**config.mk**
```make
export PLATFORM = sky130hd
export DESIGN_NAME = rf_hazard_fwd
export DESIGN_NICKNAME = d
export VERILOG_FILES = /design/src/rtl/rf_hazard_fwd.sv
export SDC_FILE = /design/constraint.sdc
export NUM_CORES = 1
export LEC_CHECK = 0
export BUFFER_PORTS_ARGS = -buffer_cell sky130_fd_sc_hd__buf_4
export CAP_MARGIN = 25
export CORE_ASPECT_RATIO = 0.5
export CORE_MARGIN = 8
export CORE_UTILIZATION = 30
export CTS_CLUSTER_DIAMETER = 50
export DETAILED_ROUTE_END_ITERATION = 8
export PLACE_DENSITY = 0.66
export RECOVER_POWER = 25
export SLEW_MARGIN = 20
export SYNTH_ARGS = -nofsm -noshare
export SYNTH_HDL_FRONTEND = slang
export SYNTH_SLANG_ARGS = --single-unit
```
**constraint.sdc**
```tcl
create_clock -name clk -period 4.5 [get_ports clk]
set_input_delay 0.45 -clock clk [delete_from_list [all_inputs] [get_ports clk]]
set_output_delay 0.45 -clock clk [all_outputs]
set_load 0.02 [all_outputs]
```
**src/rtl/rf_hazard_fwd.sv**
```systemverilog
// Operand forwarding and hazard detection between ID and the register file.
// Tracks EX/MEM destination tags and stalls on load-use and multi-cycle ops.
module rf_hazard_fwd #(
    parameter int DATA_W = 32,
    parameter int ADDR_W = 5,
    parameter int MD_LAT = 4
) (
    input  logic              clk,
    input  logic              RF_rst,
    input  logic              id_valid,
    input  logic [ADDR_W-1:0] id_rsc,
    input  logic [ADDR_W-1:0] id_rtc,
    input  logic              id_use_rs,
    input  logic              id_use_rt,
    input  logic [ADDR_W-1:0] id_rdc,
    input  logic              id_wen,
    input  logic              id_load,
    input  logic              id_md,
    input  logic              flush,
    input  logic [DATA_W-1:0] rf_rs,
    input  logic [DATA_W-1:0] rf_rt,
    input  logic [DATA_W-1:0] ex_result,
    input  logic [DATA_W-1:0] mem_result,
    output logic [DATA_W-1:0] fwd_rs,
    output logic [DATA_W-1:0] fwd_rt,
    output logic [1:0]        sel_rs,
    output logic [1:0]        sel_rt,
    output logic              stall,
    output logic              ex_bubble
);

    localparam int CNT_W = (MD_LAT > 1) ? $clog2(MD_LAT) : 1;
    localparam logic [CNT_W-1:0] CNT_INIT = CNT_W'(MD_LAT - 1);

    typedef struct packed {
        logic              v;
        logic [ADDR_W-1:0] rd;
        logic              load;
        logic              md;
    } tag_t;

    typedef enum logic {RUN, BUSY} state_t;

    state_t     state_reg, state_next;
    logic [CNT_W-1:0] cnt_reg, cnt_next;
    tag_t       ex_reg, ex_next;
    tag_t       mem_reg, mem_next;

    logic [ADDR_W-1:0] src [2];
    logic              use_src [2];
    logic [DATA_W-1:0] rf_val [2];

    assign src[0]     = id_rsc;
    assign src[1]     = id_rtc;
    assign use_src[0] = id_use_rs;
    assign use_src[1] = id_use_rt;
    assign rf_val[0]  = rf_rs;
    assign rf_val[1]  = rf_rt;

    genvar gi;
    generate
        for (gi = 0; gi < 2; gi++) begin : gen_op
            logic              act;
            logic              m_ex;
            logic              m_mem;
            logic              haz;
            logic [DATA_W-1:0] fwd_op;
            logic [1:0]        sel_op;

            assign act   = id_valid && use_src[gi] && (src[gi] != '0);
            assign m_ex  = act && ex_reg.v && (ex_reg.rd == src[gi]);
            assign m_mem = act && mem_reg.v && (mem_reg.rd == src[gi]);
            assign haz   = m_ex && (ex_reg.load || ex_reg.md);

            // A hazard keeps the RF value; it is never consumed because stall is high.
            always_comb begin
                fwd_op = rf_val[gi];
                sel_op = 2'd0;
                if (m_ex) begin
                    if (!haz) begin
                        fwd_op = ex_result;
                        sel_op = 2'd1;
                    end
                end else if (m_mem) begin
                    fwd_op = mem_result;
                    sel_op = 2'd2;
                end
            end
        end
    endgenerate

    logic luh;
    assign luh       = gen_op[0].haz || gen_op[1].haz;
    assign stall     = luh || (state_reg == BUSY);
    assign ex_bubble = (luh || flush) && (state_reg == RUN);
    assign fwd_rs    = gen_op[0].fwd_op;
    assign fwd_rt    = gen_op[1].fwd_op;
    assign sel_rs    = gen_op[0].sel_op;
    assign sel_rt    = gen_op[1].sel_op;

    always_ff @(posedge clk or posedge RF_rst) begin
        if (RF_rst) begin
            state_reg <= RUN;
            cnt_reg   <= '0;
            ex_reg    <= '0;
            mem_reg   <= '0;
        end else begin
            state_reg <= state_next;
            cnt_reg   <= cnt_next;
            ex_reg    <= ex_next;
            mem_reg   <= mem_next;
        end
    end

    always_comb begin
        state_next = state_reg;
        cnt_next   = cnt_reg;
        ex_next    = ex_reg;
        mem_next   = mem_reg;
        case (state_reg)
            RUN: begin
                mem_next = ex_reg;
                if (luh || flush || !id_valid) begin
                    ex_next = '0;
                end else begin
                    ex_next.v    = id_wen && (id_rdc != '0);
                    ex_next.rd   = id_rdc;
                    ex_next.load = id_load;
                    ex_next.md   = id_md;
                    if (id_md && (MD_LAT > 1)) begin
                        cnt_next   = CNT_INIT;
                        state_next = BUSY;
                    end
                end
            end
            BUSY: begin
                // The md op stays in EX; nothing new reaches MEM meanwhile.
                mem_next = '0;
                cnt_next = cnt_reg - CNT_W'(1);
                if (cnt_reg == CNT_W'(1)) begin
                    state_next = RUN;
                end
            end
            default: begin
                state_next = RUN;
            end
        endcase
    end

endmodule

```
# Word-level counts from Yosys, hierarchy flattened

Cells that the tools add are included.

Bitwise logic cells: 1
Add/subtract/negate cells: 1
Multiplexer cells: 21
Reduce and logical (&&, ||, !) cells: 26
Equal/unequal tests: 7

Operators by type and width:

| cell                                                | count |
|---|---|
| two-way mux 32 bit                                  | 6 |
| equality test 5 bit                                 | 4 |
| logical AND 1 bit                                   | 16 |
| case mux 8 bit (2 select lines)                     | 1 |
| nonzero test 5 bit                                  | 3 |
| two-way mux 2 bit                                   | 6 |
| two-way mux 8 bit                                   | 1 |
| logical OR 1 bit                                    | 5 |
| two-way mux 1 bit                                   | 5 |
| != test 2 bit, second input constant                | 2 |
| case mux 2 bit (2 select lines)                     | 1 |
| equality test 2 x 1 -> 1 bit, second input constant | 1 |
| case mux 1 bit (2 select lines)                     | 1 |
| AND reduction 2 bit                                 | 1 |
| subtractor 2 x 1 -> 2 bit, second input constant    | 1 |
| zero test 1 bit                                     | 1 |
| NOT 1 bit                                           | 1 |

Bits in registers: 17
Bits of input ports: 152
Word-level logic and storage cells: 64
Output and inout port bits: 70

# Longest topological paths before layout

Gate-level depths: netlist of run 1.

Word-level depth: 10
Gate-level depth with buffers: 7
Mapped depth without buffers: 6

# Least setup slack after synthesis of run 1

No wires, ideal clock.

Path type: input port to output port
Start point: in id_rsc[0]
End point: out fwd_rs[1]
Data required time: 4.050 ns
Stages: 6
Setup slack: 1.829 ns
Arrival time: 2.221 ns
Path buffers: 1
Path through: or4_1 -> o21a_1 -> nand4_1 -> clkbuf_1 -> nor2_1 -> a211oi_1

Longest elaborated chain between the ends: 7
Elaborated cells between the ends (all ways): 12
Those cells by class: eq/ne (2); mux (3); reduce/logical (7)

Ends and longest elaborated chain:

| what                           | line | RTL |
|---|---|---|
| start, declared                | 11   | `input logic [ADDR_W-1:0] id_rsc,` |
| nonzero test 5 bit             | 70   | `assign act = id_valid && use_src[gi] && (src[gi] != '0);` |
| logical AND 1 bit              | 70   |  |
| logical AND 1 bit (2 in a row) | 71   | `assign m_ex = act && ex_reg.v && (ex_reg.rd == src[gi]);` |
| logical AND 1 bit              | 73   | `assign haz = m_ex && (ex_reg.load \|\| ex_reg.md);` |
| two-way mux 32 bit             | 80   | `if (!haz) begin` |
| two-way mux 32 bit (*)         | 79   | `if (m_ex) begin` |
| end, declared                  | 24   | `output logic [DATA_W-1:0] fwd_rs,` |

Every way passes the cells marked *; elsewhere a longest branch is shown, timed or not.

# Worst setup path after layout of run 1

Start point: reg ex_reg[6] in the netlist's numbering
End point: out stall

Longest elaborated chain between the ends: 5
Elaborated cells between the ends (all ways): 8
Those cells by class: eq/ne (2); reduce/logical (6)

Ends and longest elaborated chain:

| what                   | line | RTL |
|---|---|---|
| start, declared        | 46   | `tag_t ex_reg, ex_next;` |
| start signal, assigned | 110  | `ex_reg <= ex_next;` |
| equality test 5 bit    | 71   |  |
| logical AND 1 bit      | 71   |  |
| logical AND 1 bit      | 73   |  |
| logical OR 1 bit (*)   | 93   | `assign luh = gen_op[0].haz \|\| gen_op[1].haz;` |
| logical OR 1 bit (*)   | 94   | `assign stall = luh \|\| (state_reg == BUSY);` |
| end, declared          | 28   | `output logic stall,` |

Marks and branches as above.

==> summary.md, run 1 <==
| Metric | Value |
|---|---|
| # diodes | 0 |
| Max reg flops | 8 |
| Hold Path Class | input port to asynchronous set/reset pin |
| Antenna-violating nets left | 0 |
| Layout cells sized above 1 | 0.501 |
| Vias per inst | between 5 and 6 |
| Fmax achieved | around 270 MHz |
| Core Rows | 24 |
| Vert. Die Dim | ~80 um |
| Metal3 WL | 614 um |
| Crit path cell chain | xor2_1 -> nor4_2 -> nand3_1 -> a21oi_1 -> or2_2 -> buf_4 |
| Clk pin slew, worst setup/hold paths | ~50 ps |
| Synthesized area | 2620 um2 |
| Clock power frac | 0.209 |
| DR top layer | met4 |
| Core area | around 8600 um2 |
| Worst rel slew slack | 0.335 |
| CTS tree | done |
| Sequential share of the synthesized area | 0.162 |
| Leakage | ~2.1 nW |
| Clock sinks | 17 |
| Sw Share | 0.357 |
| Routability cong. | about 0.91 |
| RSZ-0062 raised after global routing | false |
| Final setup violation count | 0 |
| DP Area | approximately 4300 um2 |
| Die area | between 10000 and 15000 um2 |
| DP Cell Count | 648 |
| TNS Setup | 0 ps |
| Initial Util | 0.305 |
| Root Driver | clkbuf_16 |
| Largest net degree at the start of global routing | 34 |
| Critical-path top delay cell | a21oi_1 |
| GRT overflow | 0 |
| Routed WL per cell | ~19 um |
| Metal-1 WL | 4980 um |
| Post-route cell area | 4380 um2 |
| Largest stage delay on the critical path | 980 ps |
| First-pass GRT wire length | roughly 19000 um |
| Worst Setup Start Kind | register |
| Critical path arrival | between 3000 and 4000 ps |
| Final hold vios | 0 |
| Net Switching | 0.294 mW |
| Final Skew | approximately 3.4 ps |
| Crit-path max FO | 18 |
| Antenna violations before repair | 0 |
| Synth Area per Inst | roughly 7.8 um2 |
| P per Cell Area | around 190 nW/um2 |
| Max-Cap Viols | 0 |
| Setup crit end kind | output pin |
| Post-layout power | between 0.8 and 0.9 mW |
| Status | completed |
| H-tree depth | 1 |
| Max Slew Vio Count | 0 |
| Placement Setup Slack | ~1200 ps |
| Vias in the first global route | between 3k and 4k |
| Period minus WS final | 3710 ps |
| Synthesized Nets | 489 |
| Slew at the pin closest to its max-slew limit | 998 ps |
| Num ports | between 200 and 250 |
| Synth top area share | 0.162 |
| Peak VDD IR | just over 0.2 mV |
| FF+latch count, synth | 17 |
| GR Util All Layers | 0.186 |
| Gate power share | 0.493 |
| Yosys warns | 0 |
| Post-DP HPWL | about 9900 um |
| Most frequent cells in the layout | buf_4 (225), nand3_1 (43), nor2_1 (37), inv_1 (37), a211oi_1 (35) |
| Area Overhead vs Synth | 66.8% |
| PostCTS Resize Cnt | 0 |
| Total number of vias | 3389 |
| Worst setup margin | approximately 790 ps |
| # port buffers | between 200 and 250 |
| Worst EP required | ~4100 ps |
| Cell Int Power | about 0.53 mW |
| Reg power frac | 0.298 |
| Area leader, netlist | dfrtp_1 |
| Commonest non-fill, non-tap cell in the layout | buf_4 |
| Post CTS Setup Buffer Count | 0 |
| Final period util | 0.823 |
| Routed met2 length | approximately 6600 um |
| Synth Instances | around 340 |
| Num CTS Buffers | 3 |
| Initial DRC Count | around 190 |
| DR pass1 iterations | 4 |
| Post-layout nets | 689 |
| Hold Slack | just under 300 ps |
| Drt drc | 0 |
| Crit Path Category | register to output pin |
| Clock Tree Buf Depth | 2 |
| Final design utilization | 0.509 |
| Synth area leaders | dfrtp_1 (16%), a211oi_2 (14%), o221a_1 (13%) |
| Die W | around 150 um |
| Clock Latency Late Sink | 240 ps |
| CTS Hold Bufs | 0 |
| Final Non-Filler Cells | ~650 |
| Unique masters post-synth | 36 |
| WL final | ~13000 um |
[synth_stat cells]
cell        n
buf_2       4
and2_1      1
dfrtp_1    17
o21a_1      2
mux2i_1     1
o22ai_1     1
o21ai_0    10
a211oi_2   29
xor2_1     12
inv_2       1
o221a_2     2
buf_1       5
or2_2       1
nor4_2      2
a21oi_1     1
nand4_2     1
a21bo_4     1
nand4_1     3
or4_1       3
nor4_1      2
nor4b_4     1
a211oi_1   35
nand3_2     1
ha_1        1
nand2_1    11
inv_1      37
o21ai_1     1
xnor2_1     9
nand3_1    42
o2111ai_1   1
nor2b_1     7
nor2_1     37
o221a_1    30
clkbuf_1   16
buf_6       7
or2_1       1
[final cells by class]
cell class                      instances  area [um2]
Timing Repair Buffer                  227        1700
Clock buffer                            4        78.8
Fill cell                             881        4210
Inverter                               38         143
Sequential cell                        17         425
Tap cell                              117         146
Multi-Input combinational cell        249        1880
[worst paths after layout]
kind / from / to / slack [ps] / cells past startpoint
max: ex_reg[6] / stall / 790 / 6
min: RF_rst / ex_reg[7] / 290 / 2
max reg2reg: ex_reg[6] / ex_reg[0] / 1460 / 5
min reg2reg: cnt_reg[1] / cnt_reg[1] / 500 / 2
max in group asynchronous: RF_rst / mem_reg[6] / 3810 / 2
min in group clk: id_load / ex_reg[1] / 490 / 3
[metal layers]
metal | vias to the layer above | track usage
li1 | 1658 | -
met2 | 119 | 0.354
met4 | 0 | 0.0525
met3 | 22 | 0.0239
met5 | - | 0
met1 | 1590 | 0.220
[worst max-delay path: cells and delay by family, from the launching register on]
family | cells | cell delay [ps]
and+or+nand+nor | 3 | 1240
AOI/OAI and AO/OA | 1 | 980
DFF | 1 | 440
xor gates and xnor gates | 1 | 210
buffers and inverters | 1 | 130
[power groups by stage]
| stage | logic (mW) | clock network (mW) | registers [mW] |
|---|---|---|---|
| detailed placement | 0.409 | 0 | 0.247 |
| CTS | 0.410 | 0.174 | 0.245 |
| floorplan | 0.233 | 0 | 0.216 |
| finish | 0.406 | 0.172 | 0.245 |
| global placement | 0.402 | 0 | 0.246 |
| global route | 0.443 | 0.182 | 0.252 |
[logic make-up (layout without fill, tap and decap cells)]
family          count (synthesis)  count (layout)  synth area share
simple gates                  113             113             0.220
buf+inv                        70             269             0.122
compound gates                113             113             0.417
xor+xnor                       21              21            0.0701
fa+ha+maj                       1               1           0.00477
flops                          17              17             0.162
mux                             1               1           0.00382
Power figures use the tool's default switching activity.
==> run 2, diff against run 1 <==
PLACE_DENSITY = 0.69   (was 0.66)
clock period = 3.1 ns   (was 4.5 ns; I/O delays follow)
==> summary.md, run 2 (synthesis results as in run 1) <==
| Metric | Value |
|---|---|
| # diodes | 0 (unchanged) |
| Post-DP HPWL | 9570 um (-3.0%) |
| Clock Tree Buf Depth | 2 (unchanged) |
| Worst r2r src | ex_reg[3] |
| Max Slew Vio Count | 0 (unchanged) |
| Vias in the first global route | 3607 (+1.0%) |
| Total number of vias | 3433 (+1.3%) |
| H-tree depth | 1 (unchanged) |
| Num CTS Buffers | 3 (unchanged) |
| Post-layout nets | 691 (+0.29%) |
| Worst Setup EP | fwd_rs[1] |
| Layout cells sized above 1 | 0.505 (+0.00372) |
| Commonest non-fill, non-tap cell in the layout | buf_4 |
| Post CTS Setup Buffer Count | 0 (unchanged) |
| Crit Path Category | register to output pin |
| First-pass GRT wire length | 18800 um (+0.96%) |
| Clk pin slew, worst setup/hold paths | 50 ps (about the same) |
| Worst rel slew slack | 0.309 (-0.0257) |
| DP Area | 4320 um2 (+0.35%) |
| Core Rows | 24 (unchanged) |
| Post-layout power | 1.19 mW (+45%) |
| Worst Setup SP | mem_reg[3] |
| Vert. Die Dim | 82.1 um (unchanged) |
| Die area | 12200 um2 (unchanged) |
| Final Skew | 1.17 ps (-2.21 ps) |
| Antenna violations before repair | 0 (unchanged) |
| Final setup violation count | 0 (unchanged) |
| FF-to-FF End | ex_reg[7] |
| Area Overhead vs Synth | 67.5% |
| Final Non-Filler Cells | 654 (+0.31%) |
| Largest net degree at the start of global routing | 34 (unchanged) |
| Routability cong. | 0.850 (-7.0%) |
| Final hold vios | 0 (unchanged) |
| Clock Latency Late Sink | 240 ps (about the same) |
| WL final | 12400 um (-0.99%) |
| Fmax achieved | 353 MHz |
| Initial DRC Count | 155 (-20%) |
| Most frequent cells in the layout | buf_4 (226), nand3_1 (42), nor2_1 (37), inv_1 (37), a211oi_1 (35) |
| Vias per inst | 5.25 (+0.99%) |
| RSZ-0062 raised after global routing | false |
| Peak VDD IR | 0.348 mV (+72%) |
| GRT overflow | 0 (unchanged) |
| Reg2reg setup slack | 720 ps (-740 ps) |
| DP Cell Count | 650 (+0.31%) |
| Max reg flops | 8 (unchanged) |
| CTS Hold Bufs | 0 (unchanged) |
| GR Util All Layers | 0.188 (+0.00281) |
| Drt drc | 0 (unchanged) |
| Clock sinks | 17 (unchanged) |
| Initial Util | 0.305 (unchanged) |
| Core area | 8590 um2 (unchanged) |
| Final period util | 0.913 |
| Worst Setup Start Kind | register |
| P per Cell Area | 272 nW/um2 (+44%) |
| # port buffers | 221 (unchanged) |
| Period minus WS final | about 2800 ps |
| Crit-path max FO | 33 (+15) |
| Leakage | 2.07 nW (+0.39%) |
| Slew at the pin closest to its max-slew limit | 1040 ps (+38.6 ps) |
| R2R depth | 7 (+2) |
| Post-route cell area | 4390 um2 (+0.40%) |
| Status | completed |
| Critical path arrival | 2520 ps (-740 ps) |
| Max-Cap Viols | 0 (unchanged) |
| CTS tree | done |
| Num ports | 222 (unchanged) |
| Antenna-violating nets left | 0 (unchanged) |
| DR pass1 iterations | 4 (unchanged) |
| PostCTS Resize Cnt | 0 (unchanged) |
| Setup crit end kind | output pin |
| Routed WL per cell | 18.9 um (-1.3%) |
| Hold Path Class | input port to asynchronous set/reset pin |
| Die W | 148 um (unchanged) |
| Worst EP required | 2790 ps (-1260 ps) |
| TNS Setup | 0 ps (unchanged) |
| Root Driver | clkbuf_16 |
-- run 2: cell types whose count changed in the layout (fill, tap and decap cells not counted), sizes merged --
cell / change
clkinv: +1
buf: +1
-- run 2: per-layer routing --
metal | routed length, um | track usage | vias to the layer above
li1 | - | - | 1661
met1 | 5010 | 0.221 | 1620
met2 | 6390 | 0.356 | 131
met3 | 701 | 0.0277 | 21
met4 | 276 | 0.0616 | 0
met5 | 0 | 0 | -
-- run 2: worst min path at each step --
| stage | startpoint | endpoint | slack (ps) | cells after the start |
|---|---|---|---|---|
| global placement | RF_rst | ex_reg[4] | 430 | 2 |
| global route | RF_rst | ex_reg[6] | 220 | 2 |
| floorplan | RF_rst | cnt_reg[0] | 240 | 1 |
| CTS | RF_rst | ex_reg[4] | 170 | 2 |
| detailed placement | RF_rst | ex_reg[4] | 430 | 2 |
| finish | RF_rst | ex_reg[4] | 150 | 2 |
-- run 2: area by class of cell --
class,instances,area (um2)
clock inverter,1,5.00
fill,858,4200
timing repair buffer,229,1710
clock buffer,3,75.1
tap,117,146
multi-input combinational,249,1890
sequential,17,425
inverter,38,143
-- run 2: per-stage QoR --
| step | hold slack, ps | setup WS, ps | utilization |
|---|---|---|---|
| after floorplan | 236 | 709 | - |
| after global placement | 428 | 334 | 0.503 |
| after detailed placement | 428 | 331 | 0.503 |
| after CTS | 170 | 276 | 0.512 |
| after global routing | 222 | 17.1 | 0.512 |
| final | 152 | 271 | 0.512 |
-- run 2: worst max-delay path, cell delays in order, from the launching register on --
cell,delay [ps]
dfrtp_1,410
xnor2_1,170
nand4_1,160
nor4b_4,240
and2_2,880
a211oi_1,200
buf_4,210
-- run 2: report_power, final --
group          total [mW]  switching (mW)  internal (mW)
Clock               0.249          0.0772          0.172
Sequential          0.356          0.0802          0.276
Combinational       0.588           0.269          0.319
Total                1.19           0.427          0.766
==> run 3, diff against run 2 <==
--- a/config.mk
+++ b/config.mk
@@ -13,5 +13,5 @@
 export CTS_CLUSTER_DIAMETER = 50
 export DETAILED_ROUTE_END_ITERATION = 8
-export PLACE_DENSITY = 0.69
+export PLACE_DENSITY = 0.66
 export RECOVER_POWER = 25
 export SLEW_MARGIN = 20
@@ -19,2 +19,3 @@
 export SYNTH_HDL_FRONTEND = slang
 export SYNTH_SLANG_ARGS = --single-unit
+export TNS_END_PERCENT = 100
==> constraint.sdc (replaced) <==
create_clock -name clk -period 2.7 [get_ports clk]
set_input_delay 0.27 -clock clk [delete_from_list [all_inputs] [get_ports clk]]
set_output_delay 0.27 -clock clk [all_outputs]
set_load 0.01 [all_outputs]
==> summary.md, run 3 (synthesis results as in run 1) <==
| Metric | Value |
|---|---|
| Peak VDD IR | 0.306 mV (-12%) |
| Metal3 WL | 683 um (-2.6%) |
| P per Cell Area | 295 nW/um2 (+8.4%) |
| Vert. Die Dim | 82.1 um (unchanged) |
| GRT overflow | 0 (unchanged) |
| Worst Setup SP | ex_reg[6] |
| Worst r2r src | ex_reg[6] |
| # port buffers | 221 (unchanged) |
| Clock Latency Late Sink | 240 ps (about the same) |
| Setup crit end kind | output pin |
| Die area | 12200 um2 (unchanged) |
| FF-to-FF End | ex_reg[6] |
| Placement Setup Slack | -54.7 ps (-385 ps) |
| Area Overhead vs Synth | 72.9% |
| Hold Path Class | input port to asynchronous set/reset pin |
| Multi-input gate area | 1930 um2 (+2.5%) |
| Worst rel slew slack | 0.568 (+0.259) |
| Layout cells sized above 1 | 0.514 (+0.00911) |
| Clock Tree Buf Depth | 2 (unchanged) |
| Post-DP HPWL | 10000 um (+4.6%) |
| Antenna violations before repair | 0 (unchanged) |
| Reg2reg setup slack | 460 ps (-260 ps) |
| Metal-1 WL | 5340 um (+6.5%) |
| Initial DRC Count | 162 (+4.5%) |
| Final setup violation count | 0 (unchanged) |
| Fmax achieved | between 300 and 400 MHz |
| # diodes | 0 (unchanged) |
| Final hold vios | 0 (unchanged) |
| Routability cong. | 0.872 (+2.5%) |
| Final period util | 0.965 |
| DR top layer | met4 |
| Slew at the pin closest to its max-slew limit | 646 ps (-391 ps) |
| Crit-path max FO | 16 (-52%) |
| CTS tree | done |
| Critical path arrival | 2340 ps (-180 ps) |
| Die W | 148 um (unchanged) |
| H-tree depth | 1 (unchanged) |
| Worst setup margin | 94.7 ps (-176 ps) |
| Vias in the first global route | 3469 (-3.8%) |
| Most frequent cells in the layout | buf_4 (229), nand3_1 (42), nor2_1 (37), inv_1 (37), a211oi_1 (35) |
| Status | completed |
| Seq. cell area | 425 um2 (unchanged) |
| Worst Setup EP | fwd_rt[21] |
| Max Slew Vio Count | 0 (unchanged) |
| Core area | 8590 um2 (unchanged) |
| Total number of vias | 3465 (+0.93%) |
| GR Util All Layers | 0.192 (+0.00350) |
| Clk pin slew, worst setup/hold paths | 50 ps (about the same) |
| Final Non-Filler Cells | 662 (+1.2%) |
| Core Rows | 24 (unchanged) |
| Routed met2 length | 6830 um (+6.8%) |
| Initial Util | 0.305 (unchanged) |
| CTS Hold Bufs | 0 (unchanged) |
| Final design utilization | 0.528 (+0.0163) |
| Antenna-violating nets left | 0 (unchanged) |
| Max-Cap Viols | 0 (unchanged) |
| Period minus WS final | 2610 ps |
| Root Driver | clkbuf_16 |
| Vias per inst | 5.23 (-0.29%) |
| Clock sinks | 17 (unchanged) |
| Largest net degree at the start of global routing | 35 (+2.9%) |
| Max reg flops | 8 (unchanged) |
| R2R depth | 7 (unchanged) |
| Num CTS Buffers | 3 (unchanged) |
| Commonest non-fill, non-tap cell in the layout | buf_4 |
| DR pass1 iterations | 5 (+1) |
| Fillers | 834 (-2.8%) |
| Routed WL per cell | 19.8 um (+4.8%) |
| Leakage | 2.13 nW (+3.0%) |
| Drt drc | 0 (unchanged) |
| DP Cell Count | 653 (+0.46%) |
| First-pass GRT wire length | 18900 um (+0.74%) |
| Post-layout nets | 699 (+1.2%) |
| Worst EP required | 2430 ps (-360 ps) |
| Final Skew | 1.48 ps (+0.315 ps) |
| Crit Path Category | register to output pin |
| Worst Setup Start Kind | register |
| Post-layout power | 1.34 mW (+12%) |
| WL final | 13100 um (+6.1%) |
| RSZ-0062 raised after global routing | false |
| Num ports | 222 (unchanged) |
-- run 3: cell types whose count changed in the layout (fill, tap and decap cells not counted) --
| cell | delta |
|---|---|
| nor4_1 | -1 |
| nor4b_4 | +1 |
| nor4_2 | +1 |
| buf_4 | +3 |
| clkinv_4 | +1 |
| buf_12 | +3 |
| buf_6 | +1 |
| inv_2 | -1 |
| clkinv_2 | -1 |
| a21bo_4 | +1 |
-- run 3: layout make-up --
cell class	count	share of cell area
multi-input combinational	251	0.426
timing repair buffer	235	0.397
sequential	17	0.0938
inverter	38	0.0326
tap	117	0.0323
clock buffer	4	0.0174
-- run 3: metal layers --
metal	track usage	vias to the layer above
li1	-	1685
met1	0.239	1641
met2	0.352	119
met3	0.0218	20
met4	0.0515	0
met5	0	-
-- run 3: worst min-delay path by stage --
stage	from	endpoint	slack [ps]	depth (start not counted)
floorplan	RF_rst	cnt_reg[0]	200	1
global placement	RF_rst	ex_reg[4]	380	2
detailed placement	RF_rst	ex_reg[4]	390	2
CTS	RF_rst	ex_reg[7]	130	2
global route	RF_rst	ex_reg[6]	170	2
finish	RF_rst	ex_reg[3]	120	2
-- run 3: metrics by stage --
stage | instance area [um2] | TNS [ps] | hold slack [ps]
after floorplan | 2620 | 0 | 196
after global placement | 4380 | 0 | 383
after detailed placement | 4380 | -317 | 386
after CTS | 4500 | 0 | 128
after global routing | 4530 | 0 | 170
final | 4530 | 0 | 116
-- run 3: worst max-delay path, stage by stage, from the launching register on --
cell and delay, ps:
dfrtp_1 420, xor2_1 200, nor4_2 380, nand4_2 230, a21bo_4 420, o221a_1 300
buf_4 140
-- run 3: timing repair --
item,4_1_cts,5_1_grt
cloned,1,1
resized for setup,2,5
pin swaps,2,2
buffers inserted,2,1
setup endpoints to repair,34,66
-- run 3: where the power goes --
group          switching, mW  total (mW)  internal (mW)
Clock                 0.0864       0.286          0.200
Combinational          0.275       0.643          0.368
Sequential            0.0898       0.406          0.316
Total                  0.451        1.34          0.884
